File: src/rtl/jtkiwi_vtimer_adj.sv
// Kiwi-family video timing: fractional pixel enables, H/V counters, blanking, sync
// and render look-ahead, with H/V sync offsets picked up only at frame boundaries.
module jtkiwi_vtimer_adj #(
  parameter int CEN_N    = 1,
  parameter int CEN_M    = 4,
  parameter int WC       = 4,
  parameter int H_MAX    = 383,
  parameter int HB_START = 255,
  parameter int HS_START = 297,
  parameter int HS_LEN   = 32,
  parameter int V_START  = 16,
  parameter int V_END    = 279,
  parameter int VB_START = 239,
  parameter int VS_START = 254,
  parameter int VS_LEN   = 3
) (
  input  logic       clk,
  input  logic       rst_n,
  input  logic [3:0] hs_adj,
  input  logic [2:0] vs_adj,
  input  logic       flip,
  output logic       pxl2_cen,
  output logic       pxl_cen,
  output logic [8:0] hdump,
  output logic [8:0] vdump,
  output logic [8:0] vrender,
  output logic [8:0] vrender1,
  output logic       Hinit,
  output logic       Vinit,
  output logic       LHBL,
  output logic       LVBL,
  output logic       HS,
  output logic       VS,
  output logic       frame
);

  localparam logic [WC-1:0]     CEN_N_W    = WC'(CEN_N);
  localparam logic [WC-1:0]     CEN_M_W    = WC'(CEN_M);
  localparam logic [8:0]        H_MAX_9    = 9'(H_MAX);
  localparam logic [8:0]        V_START_9  = 9'(V_START);
  localparam logic [8:0]        V_END_9    = 9'(V_END);
  localparam logic [8:0]        VS_LEN_9   = 9'(VS_LEN);
  localparam logic [9:0]        H_TOT_W    = 10'(H_MAX + 1);
  localparam logic [9:0]        HB_W       = 10'(HB_START);
  localparam logic [9:0]        HS_LEN_W   = 10'(HS_LEN);
  localparam logic [9:0]        V_START_W  = 10'(V_START);
  localparam logic [9:0]        V_END_W    = 10'(V_END);
  localparam logic [9:0]        VB_W       = 10'(VB_START);
  localparam logic [9:0]        V_FLIP_W   = 10'(V_START + V_END);
  localparam logic signed [9:0] HS_START_S = 10'(HS_START);
  localparam logic signed [9:0] H_TOT_S    = 10'(H_MAX + 1);
  localparam logic signed [9:0] VS_START_S = 10'(VS_START);
  localparam logic signed [9:0] V_START_S  = 10'(V_START);
  localparam logic signed [9:0] V_END_S    = 10'(V_END);
  localparam logic signed [9:0] V_TOT_S    = 10'(V_END - V_START + 1);

  logic [WC-1:0]     acc_r;
  logic              tog_r;
  logic [WC:0]       acc_sum_s;
  logic              cen2_s;
  logic [3:0]        hoff_r;
  logic [2:0]        voff_r;
  logic [8:0]        vs_cnt_r;
  logic [8:0]        vs_cnt_nxt_s;
  logic [8:0]        h_nxt_s;
  logic [8:0]        v_nxt_s;
  logic signed [9:0] hs_sum_s;
  logic signed [9:0] vs_sum_s;
  logic [9:0]        hs0_s;
  logic [9:0]        vs0_s;
  logic [9:0]        hn_s;
  logic [9:0]        hdiff_s;
  logic [9:0]        n1_s;
  logic [9:0]        n2_s;
  logic              hs_nxt_s;
  logic              hs_hit_s;
  logic              vs_nxt_s;
  logic              vinit_nxt_s;

  assign acc_sum_s = {1'b0, acc_r} + {1'b0, CEN_N_W};
  assign cen2_s    = acc_sum_s >= {1'b0, CEN_M_W};

  // Fractional accumulator; pxl_cen rides on every second pxl2_cen pulse
  always_ff @(posedge clk) begin
    if (!rst_n) begin
      acc_r    <= '0;
      tog_r    <= 1'b0;
      pxl2_cen <= 1'b0;
      pxl_cen  <= 1'b0;
    end else if (cen2_s) begin
      acc_r    <= WC'(acc_sum_s - {1'b0, CEN_M_W});
      tog_r    <= ~tog_r;
      pxl2_cen <= 1'b1;
      pxl_cen  <= tog_r;
    end else begin
      acc_r    <= acc_sum_s[WC-1:0];
      pxl2_cen <= 1'b0;
      pxl_cen  <= 1'b0;
    end
  end

  // Next counter values
  always_comb begin
    h_nxt_s = hdump + 9'd1;
    v_nxt_s = vdump;
    if (hdump == H_MAX_9) begin
      h_nxt_s = 9'd0;
      if (vdump == V_END_9) begin
        v_nxt_s = V_START_9;
      end else begin
        v_nxt_s = vdump + 9'd1;
      end
    end else begin
      h_nxt_s = hdump + 9'd1;
    end
  end

  // Effective sync start positions from the frame-latched offsets
  always_comb begin
    hs_sum_s = HS_START_S + $signed({{6{hoff_r[3]}}, hoff_r});
    vs_sum_s = VS_START_S + $signed({{7{voff_r[2]}}, voff_r});
    hs0_s    = hs_sum_s;
    vs0_s    = vs_sum_s;
    if (hs_sum_s < 10'sd0) begin
      hs0_s = 10'(hs_sum_s + H_TOT_S);
    end else if (hs_sum_s >= H_TOT_S) begin
      hs0_s = 10'(hs_sum_s - H_TOT_S);
    end else begin
      hs0_s = hs_sum_s;
    end
    if (vs_sum_s < V_START_S) begin
      vs0_s = 10'(vs_sum_s + V_TOT_S);
    end else if (vs_sum_s > V_END_S) begin
      vs0_s = 10'(vs_sum_s - V_TOT_S);
    end else begin
      vs0_s = vs_sum_s;
    end
  end

  // HS window test (distance past hs0, modulo the line length) and VS line counting
  always_comb begin
    hn_s        = {1'b0, h_nxt_s};
    hdiff_s     = hn_s - hs0_s;
    if (hn_s >= hs0_s) begin
      hdiff_s = hn_s - hs0_s;
    end else begin
      hdiff_s = hn_s + H_TOT_W - hs0_s;
    end
    hs_nxt_s     = hdiff_s < HS_LEN_W;
    hs_hit_s     = hn_s == hs0_s;
    vinit_nxt_s  = (h_nxt_s == H_MAX_9) && (v_nxt_s == V_END_9);
    vs_nxt_s     = VS;
    vs_cnt_nxt_s = vs_cnt_r;
    // Once raised, VS counts hs0 crossings so it always lasts VS_LEN lines
    if (VS) begin
      if (hs_hit_s) begin
        if (vs_cnt_r <= 9'd1) begin
          vs_nxt_s     = 1'b0;
          vs_cnt_nxt_s = 9'd0;
        end else begin
          vs_cnt_nxt_s = vs_cnt_r - 9'd1;
        end
      end else begin
        vs_cnt_nxt_s = vs_cnt_r;
      end
    end else if (hs_hit_s && ({1'b0, v_nxt_s} == vs0_s)) begin
      vs_nxt_s     = 1'b1;
      vs_cnt_nxt_s = VS_LEN_9;
    end else begin
      vs_nxt_s     = 1'b0;
    end
  end

  // Pixel-rate state: counters, blanking, syncs, frame markers and offset latches
  always_ff @(posedge clk) begin
    if (!rst_n) begin
      hdump    <= 9'd0;
      vdump    <= V_START_9;
      Hinit    <= 1'b0;
      Vinit    <= 1'b0;
      LHBL     <= 1'b1;
      LVBL     <= 1'b1;
      HS       <= 1'b0;
      VS       <= 1'b0;
      frame    <= 1'b0;
      hoff_r   <= 4'd0;
      voff_r   <= 3'd0;
      vs_cnt_r <= 9'd0;
    end else if (pxl_cen) begin
      hdump    <= h_nxt_s;
      vdump    <= v_nxt_s;
      Hinit    <= h_nxt_s == H_MAX_9;
      Vinit    <= vinit_nxt_s;
      frame    <= frame ^ vinit_nxt_s;
      LHBL     <= {1'b0, h_nxt_s} <= HB_W;
      LVBL     <= ({1'b0, v_nxt_s} >= V_START_W) && ({1'b0, v_nxt_s} <= VB_W);
      HS       <= hs_nxt_s;
      VS       <= vs_nxt_s;
      vs_cnt_r <= vs_cnt_nxt_s;
      if (vinit_nxt_s) begin
        hoff_r <= hs_adj;
        voff_r <= vs_adj;
      end
    end
  end

  // Render look-ahead, mirrored about the active range when flipped
  always_comb begin
    n1_s = {1'b0, vdump} + 10'd1;
    n2_s = n1_s + 10'd1;
    if ({1'b0, vdump} == V_END_W) begin
      n1_s = V_START_W;
    end else begin
      n1_s = {1'b0, vdump} + 10'd1;
    end
    if (n1_s == V_END_W) begin
      n2_s = V_START_W;
    end else begin
      n2_s = n1_s + 10'd1;
    end
    if (flip) begin
      vrender  = 9'(V_FLIP_W - n1_s);
      vrender1 = 9'(V_FLIP_W - n2_s);
    end else begin
      vrender  = n1_s[8:0];
      vrender1 = n2_s[8:0];
    end
  end

endmodule

File: config.mk
export PLATFORM = sky130hd
export DESIGN_NAME = jtkiwi_vtimer_adj
export DESIGN_NICKNAME = d
export VERILOG_FILES = /design/src/rtl/jtkiwi_vtimer_adj.sv
export SDC_FILE = /design/constraint.sdc
export NUM_CORES = 1
export LEC_CHECK = 0
export ABC_AREA = 1
export BUFFER_PORTS_ARGS = -buffer_cell sky130_fd_sc_hd__buf_2
export CAP_MARGIN = 15
export CORE_MARGIN = 3
export CORE_UTILIZATION = 41
export DETAILED_ROUTE_END_ITERATION = 10
export HOLD_SLACK_MARGIN = 0.08
export REMOVE_ABC_BUFFERS = 1
export SLEW_MARGIN = 20
export SYNTH_ARGS = -nofsm -noshare
export SYNTH_HDL_FRONTEND = slang
export SYNTH_SLANG_ARGS = --single-unit
File: constraint.sdc
create_clock -name clk -period 3.6 [get_ports clk]
set_clock_uncertainty 0.15 [all_clocks]
set_input_delay 0.72 -clock clk [delete_from_list [all_inputs] [get_ports clk]]
set_output_delay 0.72 -clock clk [all_outputs]
set_load 0.02 [all_outputs]
# Yosys cells after proc, flatten, opt, wreduce, memory -nomap -nowiden
# Cells that the tools add are included.
word_totals:
  reg_bits: 48
  in_bits: 10
  output_inout_bits: 45
  elab_cells: 84
op_classes:
  addsub: 18
  order_cmp: 11
  n_eq_ne: 8
  n_mux: 22
  n_bitwise: 2
  n_reduce_logical: 7
op_table:
  columns: ["op", "count"]
  rows:
  - ["9-bit 2-to-1 mux", 10]
  - ["10-bit 2-to-1 mux", 6]
  - ["9-bit == test, second input constant", 4]
  - ["9-bit by 1-bit adder with 9-bit output, second input constant", 3]
  - ["10-bit adder, second input constant", 2]
  - ["9-bit by 10-bit == test with 1-bit output", 2]
  - ["10-bit by 6-bit less-than comparator with 1-bit output, second input constant", 2]
  - ["10-bit subtractor, second input constant", 2]
  - ["9-bit by 8-bit <= comparator with 1-bit output, second input constant", 2]
  - ["9-bit subtractor, first input constant", 2]
  - ["10-bit by 4-bit adder with 10-bit output, first input constant", 1]
  - ["9-bit by 1-bit adder with 10-bit output, second input constant", 1]
  - ["9-bit by 3-bit adder with 10-bit output, first input constant", 1]
  - ["9-bit by 9-bit adder with 10-bit output, second input constant", 1]
  - ["10-bit by 9-bit == test with 1-bit output, second input constant", 1]
  - ["10-bit >= comparator, second input constant", 1]
  - ["9-bit by 10-bit >= comparator with 1-bit output", 1]
  - ["10-bit greater-than comparator, second input constant", 1]
  - ["10-bit by 1-bit less-than comparator with 1-bit output, second input constant", 1]
  - ["10-bit subtractor", 1]
  - ["9-bit by 10-bit subtractor with 10-bit output", 1]
  - ["9-bit by 5-bit >= comparator with 1-bit output, second input constant", 1]
  - ["9-bit by 1-bit <= comparator with 1-bit output, second input constant", 1]
  - ["9-bit by 1-bit subtractor with 9-bit output, second input constant", 1]
  - ["other kinds (12)", 19]

# Longest topological paths before layout
# Gate-level depths: netlist (run 1).
logic_depth:
  word_depth: 8
  depth_mapped: 23

# Worst setup path before layout (run 1)
# OpenSTA, ideal clock, no wires.
synth_timing:
  kind: "register to output"
  from: "reg vdump[0]"
  to: "out vrender1[7]"
  t_arrival_ps: 2664
  path_slack_ps: 66
  stages_incl_launch_ff: 16
  n_path_buf: 0
  cell_sequence: "dfxtp_1 -> ha_1 -> nand2_1 -> nor3_2 -> nand2_2 -> nand2_1 -> inv_1 -> ha_1 -> nand2_1 -> nor2_1 -> nand3_1 -> nand2_1 -> ha_1 -> o21ai_0 -> nand2_1 -> xor2_1"
synth_via:
  elab_chain_len: 6
  elab_cells_between_ends: 8
  cone_classes: "add/sub (3); eq/ne (2); mux (3)"
synth_lines:
  columns: ["element", "line", "text"]
  rows:
  - ["from (decl)", "25", "output logic [8:0] vdump,"]
  - ["from (signal assigned)", "191", "vdump <= v_nxt_s;"]
  - ["9-bit by 1-bit adder with 10-bit output or 9-bit == test (tied branches)", "214, 211", null]
  - ["10-bit 2-to-1 mux *", "211", "if ({1'b0, vdump} == V_END_W) begin"]
  - ["9-bit by 1-bit adder with 9-bit output or 10-bit by 9-bit == test with 1-bit output (tied branches)", "219, 216", null]
  - ["9-bit 2-to-1 mux *", "216", "if (n1_s == V_END_W) begin"]
  - ["9-bit subtractor", "223", "vrender1 = 9'(V_FLIP_W - n2_s);"]
  - ["9-bit 2-to-1 mux *", "221", "if (flip) begin"]
  - ["to (decl)", "27", "output logic [8:0] vrender1,"]
# Every way passes the cells marked *; elsewhere a longest branch is shown, timed or not.

# Worst setup path after layout (run 1)
layout_timing:
  from: "reg vdump[1]"
  to: "out vrender1[8]"
# The elaborated chain is that of the path after synthesis.

==> reports/metrics.yaml, run 1 <==
die:
  ioPinCount: 55
  die_h_um: 108
  rows: 36
  die_x_um: 108
  core_um2: 9950
  initial_core_util_pct: 43.0
  die-area_um2: 11700
synth:
  ys_seq_area_share_pct: 22.5
  synth_top_area_share_pct: 22.5
  synth_top_family_by_area: "simple AND/OR/NAND/NOR gates"
  syn_avg_cell_area_um2: 6.19
  yosys.area_share.simple_pct: 40.0
  synth_seq_cells: 48
  yosys-top-cells-count: "nand2_1, inv_1, nand3_1"
  synth_warnings: 0
  netlist_instances: 691
  synth_flop_cell: "dfxtp_1"
  synth_most_common_cell: "nand2_1"
  async_flop_share_pct: 0
  synth_enable_flop_cells: 0
  synth-compound-area-share_pct: 13.4
  synthMuxAreaShare_pct: 0.234
  synthXorXnorAreaFrac_pct: 4.86
  netlist_area_um2: 4280
  yosysUniqueCellTypes: 49
  synth_area_leaders: "dfxtp_1, nand2_1, inv_1, ha_1, nand3_1"
  yosysTopAreaCell: "dfxtp_1"
  synthAdderAreaFrac_pct: 8.07
timing:
  finalHoldViolCount: 0
  fin_ws_ns: 0.132
  setup_violations: 0
  period_share_pct: 96.3
  worstMarginPinSlew_ns: 0.799
  setup-tns-final_ns: 0
  max_freq_mhz: 288
  rsz0062_at_grt: "yes"
  slew_violations: 0
  fin_crit_ns: 3.47
  maxSlewHeadroom_pct: 46.6
global_route:
  grtUsageTotal_pct: 19.6
  grt_overflow: 0
  antenna_found_initial: 0
  grt_pass1_vias: 4145
  grt_pass1_wl_mm: 19.1
  grt_max_degree: 37
power:
  power_density_nw_per_um2: 367
  switchingPower_w: 0.000799
  p_seq_share_pct: 34.8
  p_clk_share_pct: 17.3
  internal_power_w: 0.00104
  comb_power_share_pct: 47.9
  netSwitchingFraction_pct: 43.4
  ir_drop_uv: 237
  power.leakage_nw: 2.54
routing:
  dr_total_vias: 4512
  first_pass_iters: 5
  ant_nets: 0
  avgRoutedWirePerCell_um: 12.8
  wl_mm: 11.4
  vias_per_cell: 5.05
  drc: 0
  drtIter0Drc: 372
clock_tree:
  worstSkewPairLatency_ns: 0.30
  root_buffer: "clkbuf_8"
  clockBufferDepth: 2
  cts.sinks: 48
  cts_buffers: 5
  cts_tree: "built"
  clk_pin_slew_ns: 0.08
  h-tree-depth: 2
placed_design:
  place_area_um2: 4750
  dp_cells: 877
  io_buffers: 54
  hpwl_mm: 8.92
  place.gp.congestion: 0.853
  dpl_worst_slack_ns: 0.138
cells_and_area:
  post-route-util_pct: 50.4
  multi_input_area_um2: 2960
  fin_cells: 893
  n_fill_cell: 1037
  nets: 796
  n_antenna_cell: 0
  drive_gt1_share_pct: 21.2
  areaGrowthSynthToFinish_pct: 17.2
  final_area_um2: 5010
  regArea_um2: 966
hold_path:
  whs_path_depth: 2
  holdCritPathClass: "flop to flop"
status:
  status: "finished, final reports clean"
setup_path:
  reg2regPathDepth: 14
  critical_path_class: "flop to output port"
  crit_arrival_ns: 2.60
  crit_path_max_fanout: 5
  start_kind: "flop"
  worstPathRequired_ns: 2.73
  cp-end-kind: "output port"
job:
  cap_viol_max_count: 0
-- worst paths after layout --
| check | start | to | slack (ns) |
|---|---|---|---|
| setup / recovery | vdump[1]$_SDFFE_PN0P_ | vrender1[8] | 0.13 |
| setup reg to reg | hdump[1]$_SDFFE_PN0P_ | vs_cnt_r[6]$_SDFFE_PN0P_ | 0.37 |
| hold / removal | tog_r$_SDFFE_PN0N_ | pxl_cen$_SDFF_PN0_ | 0.31 |
| hold reg to reg | tog_r$_SDFFE_PN0N_ | pxl_cen$_SDFF_PN0_ | 0.31 |
-- cell families after synthesis --
kind of cell / after synthesis
buffers and inverters: 121
XOR/XNOR: 22
AND/OR/NAND/NOR: 372
multiplexers: 1
adder cells (fa/ha/maj): 27
AO/OA/AOI/OAI: 100
flip-flops: 48
-- metrics by stage --
step	hold slack, ns	total power (W)
finish	0.315	0.00184
detailed placement	0.305	0.00148
CTS	0.320	0.00181
global route	0.336	0.00198
global placement	0.294	0.00147
floorplan	0.281	0.00123
-- layout by cell type, fill, tap and decap left out, types with 4 or more instances in the layout --
master    Yosys  final
inv_1        90     88
ha_1         26     24
nand2_1     189    182
a21oi_1      42     42
nor2_2        6      6
dfxtp_1      48     44
buf_4         1     24
nand4_1      19     19
nand3_1      60     58
nor3_1        9      8
nor2_4        4      7
xor2_1       14     14
xnor2_1       6      6
nor2_1       53     50
o21ai_1       4      5
clkbuf_8      0      5
buf_2         2     51
nand2_2      10     14
inv_2        16     18
dfxtp_2       0      4
o21ai_0      33     32
nand3_2      10     11
-- flip-flops by register name (all words and copies together) (netlist names) --
register,cells
tog_r,1
Hinit,1
LVBL,1
LHBL,1
HS,1
hdump,9
acc_r,4
voff_r,3
frame,1
hoff_r,4
Vinit,1
vdump,9
vs_cnt_r,9
pxl_cen,1
VS,1
pxl2_cen,1
-- what timing repair did --
item / CTS / global route
gates resized for setup: 7 / 28
pin swaps: 2 / 9
buffers inserted: 4 / 4
hold buffers: 0 / 0
endpoints found under the setup margin: 5 / 5
-- cell type report --
class                   instances  share of cell area (%)
clock buffers                   7                    1.52
clock inverters                 1                   0.175
inverters                     107                    8.01
multi-input cells             522                    59.0
flip-flops and latches         48                    19.3
well taps                     133                    3.32
repair buffers                 75                    8.69
-- routing by layer --
layer	vias up	global-route usage (%)	part of all wire [%]
met3	6	3.88	5.9
met5	-	0	0
li1	2370	-	-
met4	0	2.89	0.74
met1	2028	27.2	49
met2	108	32.0	45
-- power groups by stage --
| stage | sequential, W | clock (W) | combinational (W) |
|---|---|---|---|
| floorplan | 0.000699 | 0 | 0.000534 |
| global placement | 0.000644 | 0 | 0.000822 |
| detailed placement | 0.000647 | 0 | 0.000835 |
| CTS | 0.000635 | 0.000332 | 0.000845 |
| global route | 0.000650 | 0.000351 | 0.000982 |
| finish | 0.000640 | 0.000318 | 0.000881 |
-- critical path: stages, from the launching register on --
cell and delay (ns):
dfxtp_2 0.34, ha_4 0.17, nand2_4 0.10, nor3_4 0.05, nand2_2 0.15, nand2_2 0.08
inv_2 0.08, ha_4 0.15, nand2_4 0.06, nor2_4 0.09, nand2_2 0.07, nor2_4 0.14
inv_2 0.04, nor2_1 0.08, nand3_1 0.10, or2_0 0.22, nand3_1 0.08, xor2_1 0.15
buf_4 0.16
(Power assumes the default switching activity.)
==> run 2, diff against run 1 <==
- GPL_TIMING_DRIVEN: unset -> 0
- clock period: 3.6 -> 3.2 ns (I/O delays scaled with it)
==> run 2 against run 1 <==
  * The run now ends with negative setup slack left
  * Largest power group unchanged
  * Global-route usage increased by 0.098 points
  * Clock-buffer cell count down 1
  * Setup slack got worse by 0.37 ns
  * Highest routed layer unchanged
  * Combinational power grew 13%
==> reports/metrics.yaml, run 2 (same netlist as run 1, synthesis figures left out) <==
status:
  status: "complete, but fails checks"
  violations: "negative setup slack"
clock_tree:
  clockBufferDepth: 2  # unchanged
  cts_tree: "built"
  cts_buffers: 5  # unchanged
  h-tree-depth: 2  # unchanged
  worstSkewPairLatency_ns: 0.31  # about the same
  root_buffer: "clkbuf_8"
  clk_pin_slew_ns: 0.10  # +0.02 ns
  cts_hold_buf: 0  # unchanged
  cts.sinks: 48  # unchanged
global_route:
  antenna_found_initial: 0  # unchanged
  grtUsageTotal_pct: 19.7  # +0.098 points
  grt_overflow: 0  # unchanged
  grt_pass1_wl_mm: 19.0  # -0.50%
  grt_max_degree: 38  # +2.7%
  grt_pass1_vias: 4111  # -0.82%
timing:
  worstMarginPinSlew_ns: 0.798  # -0.00164 ns
  fin_crit_ns: 3.43
  period_share_pct: 107
  max_freq_mhz: 291
  slew_violations: 0  # unchanged
  maxSlewHeadroom_pct: 46.8  # +0.11 points
  fin_ws_ns: -0.234  # -0.367 ns
  finalHoldViolCount: 0  # unchanged
  setup_violations: 3  # +3
  rsz0062_at_grt: "yes"
setup_path:
  critical_path_class: "flop to output port"
  crit_path_start: "vdump[1]$_SDFFE_PN0P_"
  slowest_delay_ns: 0.36  # +0.02 ns
  r2r_start: "hdump[0]$_SDFFE_PN0P_"
  cp-end-kind: "output port"
  critPathSlowestCell: "dfxtp_4"
  crit_arrival_ns: 2.64  # +0.04 ns
  crit_path_max_fanout: 4  # -1
  worstPathRequired_ns: 2.41  # -0.32 ns
  worstPathCellList: "ha_4, nand2_4, nor3_4, nand2_2, nand2_2, inv_2, ha_4, nand2_4, nor2_4, nand2_2, nor2_4, inv_2, nor2_2, nand3_1, or2_0, nand3_1, xor2_1, buf_4"
  cpMostUsedCell: "nand2_2"
  start_kind: "flop"
placed_design:
  io_buffers: 54  # unchanged
  place_area_um2: 4650  # -2.0%
  place.gp.congestion: 0.881  # +3.2%
  hpwl_mm: 8.45  # -5.3%
  dpl_worst_slack_ns: -0.366  # -0.505 ns
routing:
  drc: 0  # unchanged
  wl_mm: 11.6  # +1.4%
  drtIter0Drc: 312  # -16%
  avgRoutedWirePerCell_um: 12.8  # about the same
  ant_nets: 0  # unchanged
  first_pass_iters: 7  # +2
  vias_per_cell: 5.02  # -0.71%
  dr_total_vias: 4540  # +0.62%
cells_and_area:
  drive_gt1_share_pct: 26.2  # +5.0 points
  areaGrowthSynthToFinish_pct: 23.2
  final_common_cell: "nand2_1"
  layout_common_cells: "nand2_1, inv_1, nand3_1"
  nets: 808  # +1.5%
  top_regs: "hdump: 9 flops, vdump: 9 flops, vs_cnt_r: 9 flops"
  n_antenna_cell: 0  # unchanged
  final_area_um2: 5270  # +5.1%
die:
  core_um2: 9950  # unchanged
  initial_core_util_pct: 43.0  # unchanged
  ioPinCount: 55  # unchanged
  die_x_um: 108  # unchanged
  rows: 36  # unchanged
  die_h_um: 108  # unchanged
  die-area_um2: 11700  # unchanged
power:
  power_density_nw_per_um2: 407  # +11%
  ir_drop_uv: 283  # +19%
  power.leakage_nw: 2.63  # +3.4%
job:
  cap_viol_max_count: 0  # unchanged
hold_path:
  holdCritPathClass: "flop to flop"
  min-delay-start: "tog_r$_SDFFE_PN0N_"
[run 2: worst paths after layout]
kind	slack [ns]	endpoint	cells after the start
setup / recovery	-0.23	vrender1[8]	18
setup reg to reg	0.22	HS$_SDFFE_PN0P_	16
hold / removal	0.30	pxl_cen$_SDFF_PN0_	2
hold reg to reg	0.30	pxl_cen$_SDFF_PN0_	2
[run 2: power by group]
group | leakage (nW) | internal, W | switching [W]
Sequential | 0.395 | 0.000664 | 0.0000861
Clock | 0.0516 | 0.000177 | 0.000222
Combinational | 2.18 | 0.000373 | 0.000623
Total | 2.63 | 0.00121 | 0.000931
[run 2: stage by stage]
step,TNS (ns),utilization [%],total power (W),instances,hold slack [ns]
final,-0.493,52.9,0.00214,905,0.305
after global routing,-1.27,52.9,0.00232,905,0.335
after CTS,-0.501,50.7,0.00211,892,0.314
after detailed placement,-5.12,46.7,0.00163,864,0.297
after global placement,-9.19,46.7,0.00161,864,0.291
after floorplan,-0.556,-,0.00139,677,0.281
[run 2: cell type report]
class,instances,area [µm²]
Clock buffer,6,82.6
Clock inverter,2,13.8
Fill cell,994,4690
Inverter,107,410
Multi-Input combinational cell,523,3080
Sequential cell,48,988
Tap cell,133,166
Timing Repair Buffer,86,527
[run 2: repair_timing]
action / 4_1_cts / 5_1_grt
resized for setup: 44 / 38
cloned: 0 / 1
setup endpoints to repair: 27 / 26
setup buffers: 20 / 13
pin swaps: 13 / 19
[run 2: critical path, delay by kind of cell (launching register included)]
kind          cells  cell delay, ns
fa+ha+maj         2            0.32
xor+xnor          1            0.14
buf+inv           3            0.27
simple gates     12            1.24
flops             1            0.36
[run 2: metal layers]
| metal | up-vias | global-route usage [%] | wire length [µm] |
|---|---|---|---|
| met5 | - | 0 | 0 |
| met4 | 0 | 3.25 | 76 |
| met3 | 7 | 3.52 | 635 |
| met2 | 104 | 31.3 | 5170 |
| met1 | 2041 | 28.1 | 5710 |
| li1 | 2388 | - | - |
==> run 3, diff against run 2 <==
- clock period: 3.2 -> 3.7 ns (I/O delays scaled with it)
==> run 3 against run 2 <==
  * Largest power group unchanged
  * Combinational power shrank 21%
  * Sequential power shrank 14%
  * Sequential share of layout area grew 1.1 points
  * Flip-flop and latch count is the same
  * The flow now finishes without violations
  * Routed wire length shrank 5.8%
  * Setup slack gained 0.39 ns
  * Clock-buffer cell count is the same
  * Power shrank 17%
==> reports/metrics.yaml, run 3 (same netlist as run 1, synthesis figures left out) <==
timing:
  maxSlewHeadroom_pct: 47.8  # +1.1 points
  finalHoldViolCount: 0  # unchanged
  worstMarginPinSlew_ns: 0.781  # -0.0163 ns
  fin_crit_ns: 3.55
  setup_violations: 0  # -3
  fin_ws_ns: 0.155  # +0.389 ns
  slew_violations: 0  # unchanged
  period_share_pct: 95.8
  max_freq_mhz: 282
  setup-tns-final_ns: 0  # +0.493 ns
  rsz0062_at_grt: "yes"
  holdWs_ns: 0.306  # +0.000941 ns
global_route:
  antenna_found_initial: 0  # unchanged
  grt_pass1_wl_mm: 18.5  # -2.3%
  grt_overflow: 0  # unchanged
  grtUsageTotal_pct: 19.2  # -0.48 points
  grt_pass1_vias: 4038  # -1.8%
  grt_max_degree: 38  # unchanged
die:
  initial_core_util_pct: 43.0  # unchanged
  die-area_um2: 11700  # unchanged
  core_um2: 9950  # unchanged
  die_h_um: 108  # unchanged
  rows: 36  # unchanged
  die_x_um: 108  # unchanged
  ioPinCount: 55  # unchanged
placed_design:
  place.gp.congestion: 0.881  # unchanged
  dpl_worst_slack_ns: 0.0543  # +0.420 ns
  io_buffers: 54  # unchanged
  hpwl_mm: 8.45  # unchanged
  dp_cells: 864  # unchanged
clock_tree:
  root_buffer: "clkbuf_8"
  cts.sinks: 48  # unchanged
  cts_hold_buf: 0  # unchanged
  cts_tree: "built"
  h-tree-depth: 2  # unchanged
  clockBufferDepth: 2  # unchanged
  worstSkewPairLatency_ns: 0.31  # about the same
  cts_buffers: 5  # unchanged
  clk_pin_slew_ns: 0.09  # about the same
cells_and_area:
  nets: 782  # -3.2%
  top_regs: "hdump: 9 flops, vdump: 9 flops, vs_cnt_r: 9 flops"
  final_common_cell: "nand2_1"
  n_fill_cell: 1035  # +4.1%
  n_antenna_cell: 0  # unchanged
  layout_common_cells: "nand2_1, inv_1, nand3_1"
  post-route-util_pct: 49.3  # -3.6 points
  areaGrowthSynthToFinish_pct: 14.8
  drive_gt1_share_pct: 20.1  # -6.1 points
  fin_cells: 879  # -2.9%
setup_path:
  slowest_delay_ns: 0.38  # +0.02 ns
  critPathSlowestCell: "dfxtp_4"
  start_kind: "flop"
  critical_path_class: "flop to output port"
  worstPathRequired_ns: 2.81  # +0.40 ns
  crit_arrival_ns: 2.66  # +0.02 ns
  cp-end-kind: "output port"
  crit_path_max_fanout: 6  # +2
  worstPathCellList: "ha_4, nand2_4, nor3_2, nand2_2, buf_4, nand2_4, inv_1, ha_1, inv_1, nor2_1, nand2_1, nor2_1, xor2_1, nand4_1, xor2_1, buf_4"
  reg2regPathDepth: 14  # -2
routing:
  drc: 0  # unchanged
  drtIter0Drc: 286  # -8.3%
  vias_per_cell: 5.03  # +0.26%
  avgRoutedWirePerCell_um: 12.4  # -3.0%
  dr_total_vias: 4421  # -2.6%
  wl_mm: 10.9  # -5.8%
  first_pass_iters: 5  # -2
  ant_nets: 0  # unchanged
hold_path:
  whs_path_depth: 2  # unchanged
  holdCritPathClass: "flop to flop"
power:
  power.leakage_nw: 2.49  # -5.0%
  ir_drop_uv: 239  # -15%
  power_density_nw_per_um2: 362  # -11%
job:
  cap_viol_max_count: 0  # unchanged
status:
  status: "finished, final reports clean"
-- run 3: cell types whose count changed in the layout (fill, tap and decap cells not counted), moves of 3 or more --
| cell | delta |
|---|---|
| dfxtp_4 | -3 |
| nor2_1 | +3 |
| dfxtp_2 | -3 |
| inv_1 | +3 |
| nand2_1 | +5 |
| dfxtp_1 | +6 |
| buf_4 | -26 |
-- run 3: repair_timing --
action,CTS,global route
pin swaps,1,6
setup endpoints to repair,5,15
gates resized for setup,13,21
setup buffers,3,4
-- run 3: critical path: cells and delay by family (launching register included) --
| family | cells | cell delay (ns) |
|---|---|---|
| xor+xnor | 2 | 0.39 |
| fa+ha+maj | 2 | 0.33 |
| buf+inv | 4 | 0.48 |
| flops | 1 | 0.38 |
| simple gates | 8 | 0.76 |
-- run 3: per-stage QoR --
stage,instance area (µm²),power [W]
floorplan,4210,0.00120
global placement,4650,0.00140
detailed placement,4650,0.00141
CTS,4800,0.00177
global route,4910,0.00193
finish,4910,0.00178
-- run 3: worst paths after layout --
path	from	end	slack, ns
setup / recovery	vdump[0]$_SDFFE_PN0P_	vrender1[8]	0.15
hold / removal	tog_r$_SDFFE_PN0N_	pxl_cen$_SDFF_PN0_	0.31
setup reg to reg	hdump[0]$_SDFFE_PN0P_	vs_cnt_r[6]$_SDFFE_PN0P_	0.44
hold reg to reg	tog_r$_SDFFE_PN0N_	pxl_cen$_SDFF_PN0_	0.31
-- run 3: area by class of cell --
cell class              instances  area, µm²  area share (%)
inverters                     107        402            8.18
multi-input cells             522       2940            59.9
clock inverters                 2       13.8           0.280
well taps                     133        166            3.39
clock buffers                   6       82.6            1.68
repair buffers                 61        330            6.72
flip-flops and latches         48        973            19.8
-- run 3: layer usage --
metal  vias to the layer above  global-route usage [%]  part of all wire (%)
li1                       2338                       -                     -
met2                       110                    30.6                    44
met5                         -                       0                     0
met4                         0                    3.34                  0.70
met1                      1966                    27.3                    50
met3                         7                    3.52                   6.1
-- run 3: power breakdown --
part	total [W]	switching, W	internal (W)
clock	0.000344	0.000191	0.000153
combinational	0.000786	0.000506	0.000280
sequential	0.000648	0.0000768	0.000572
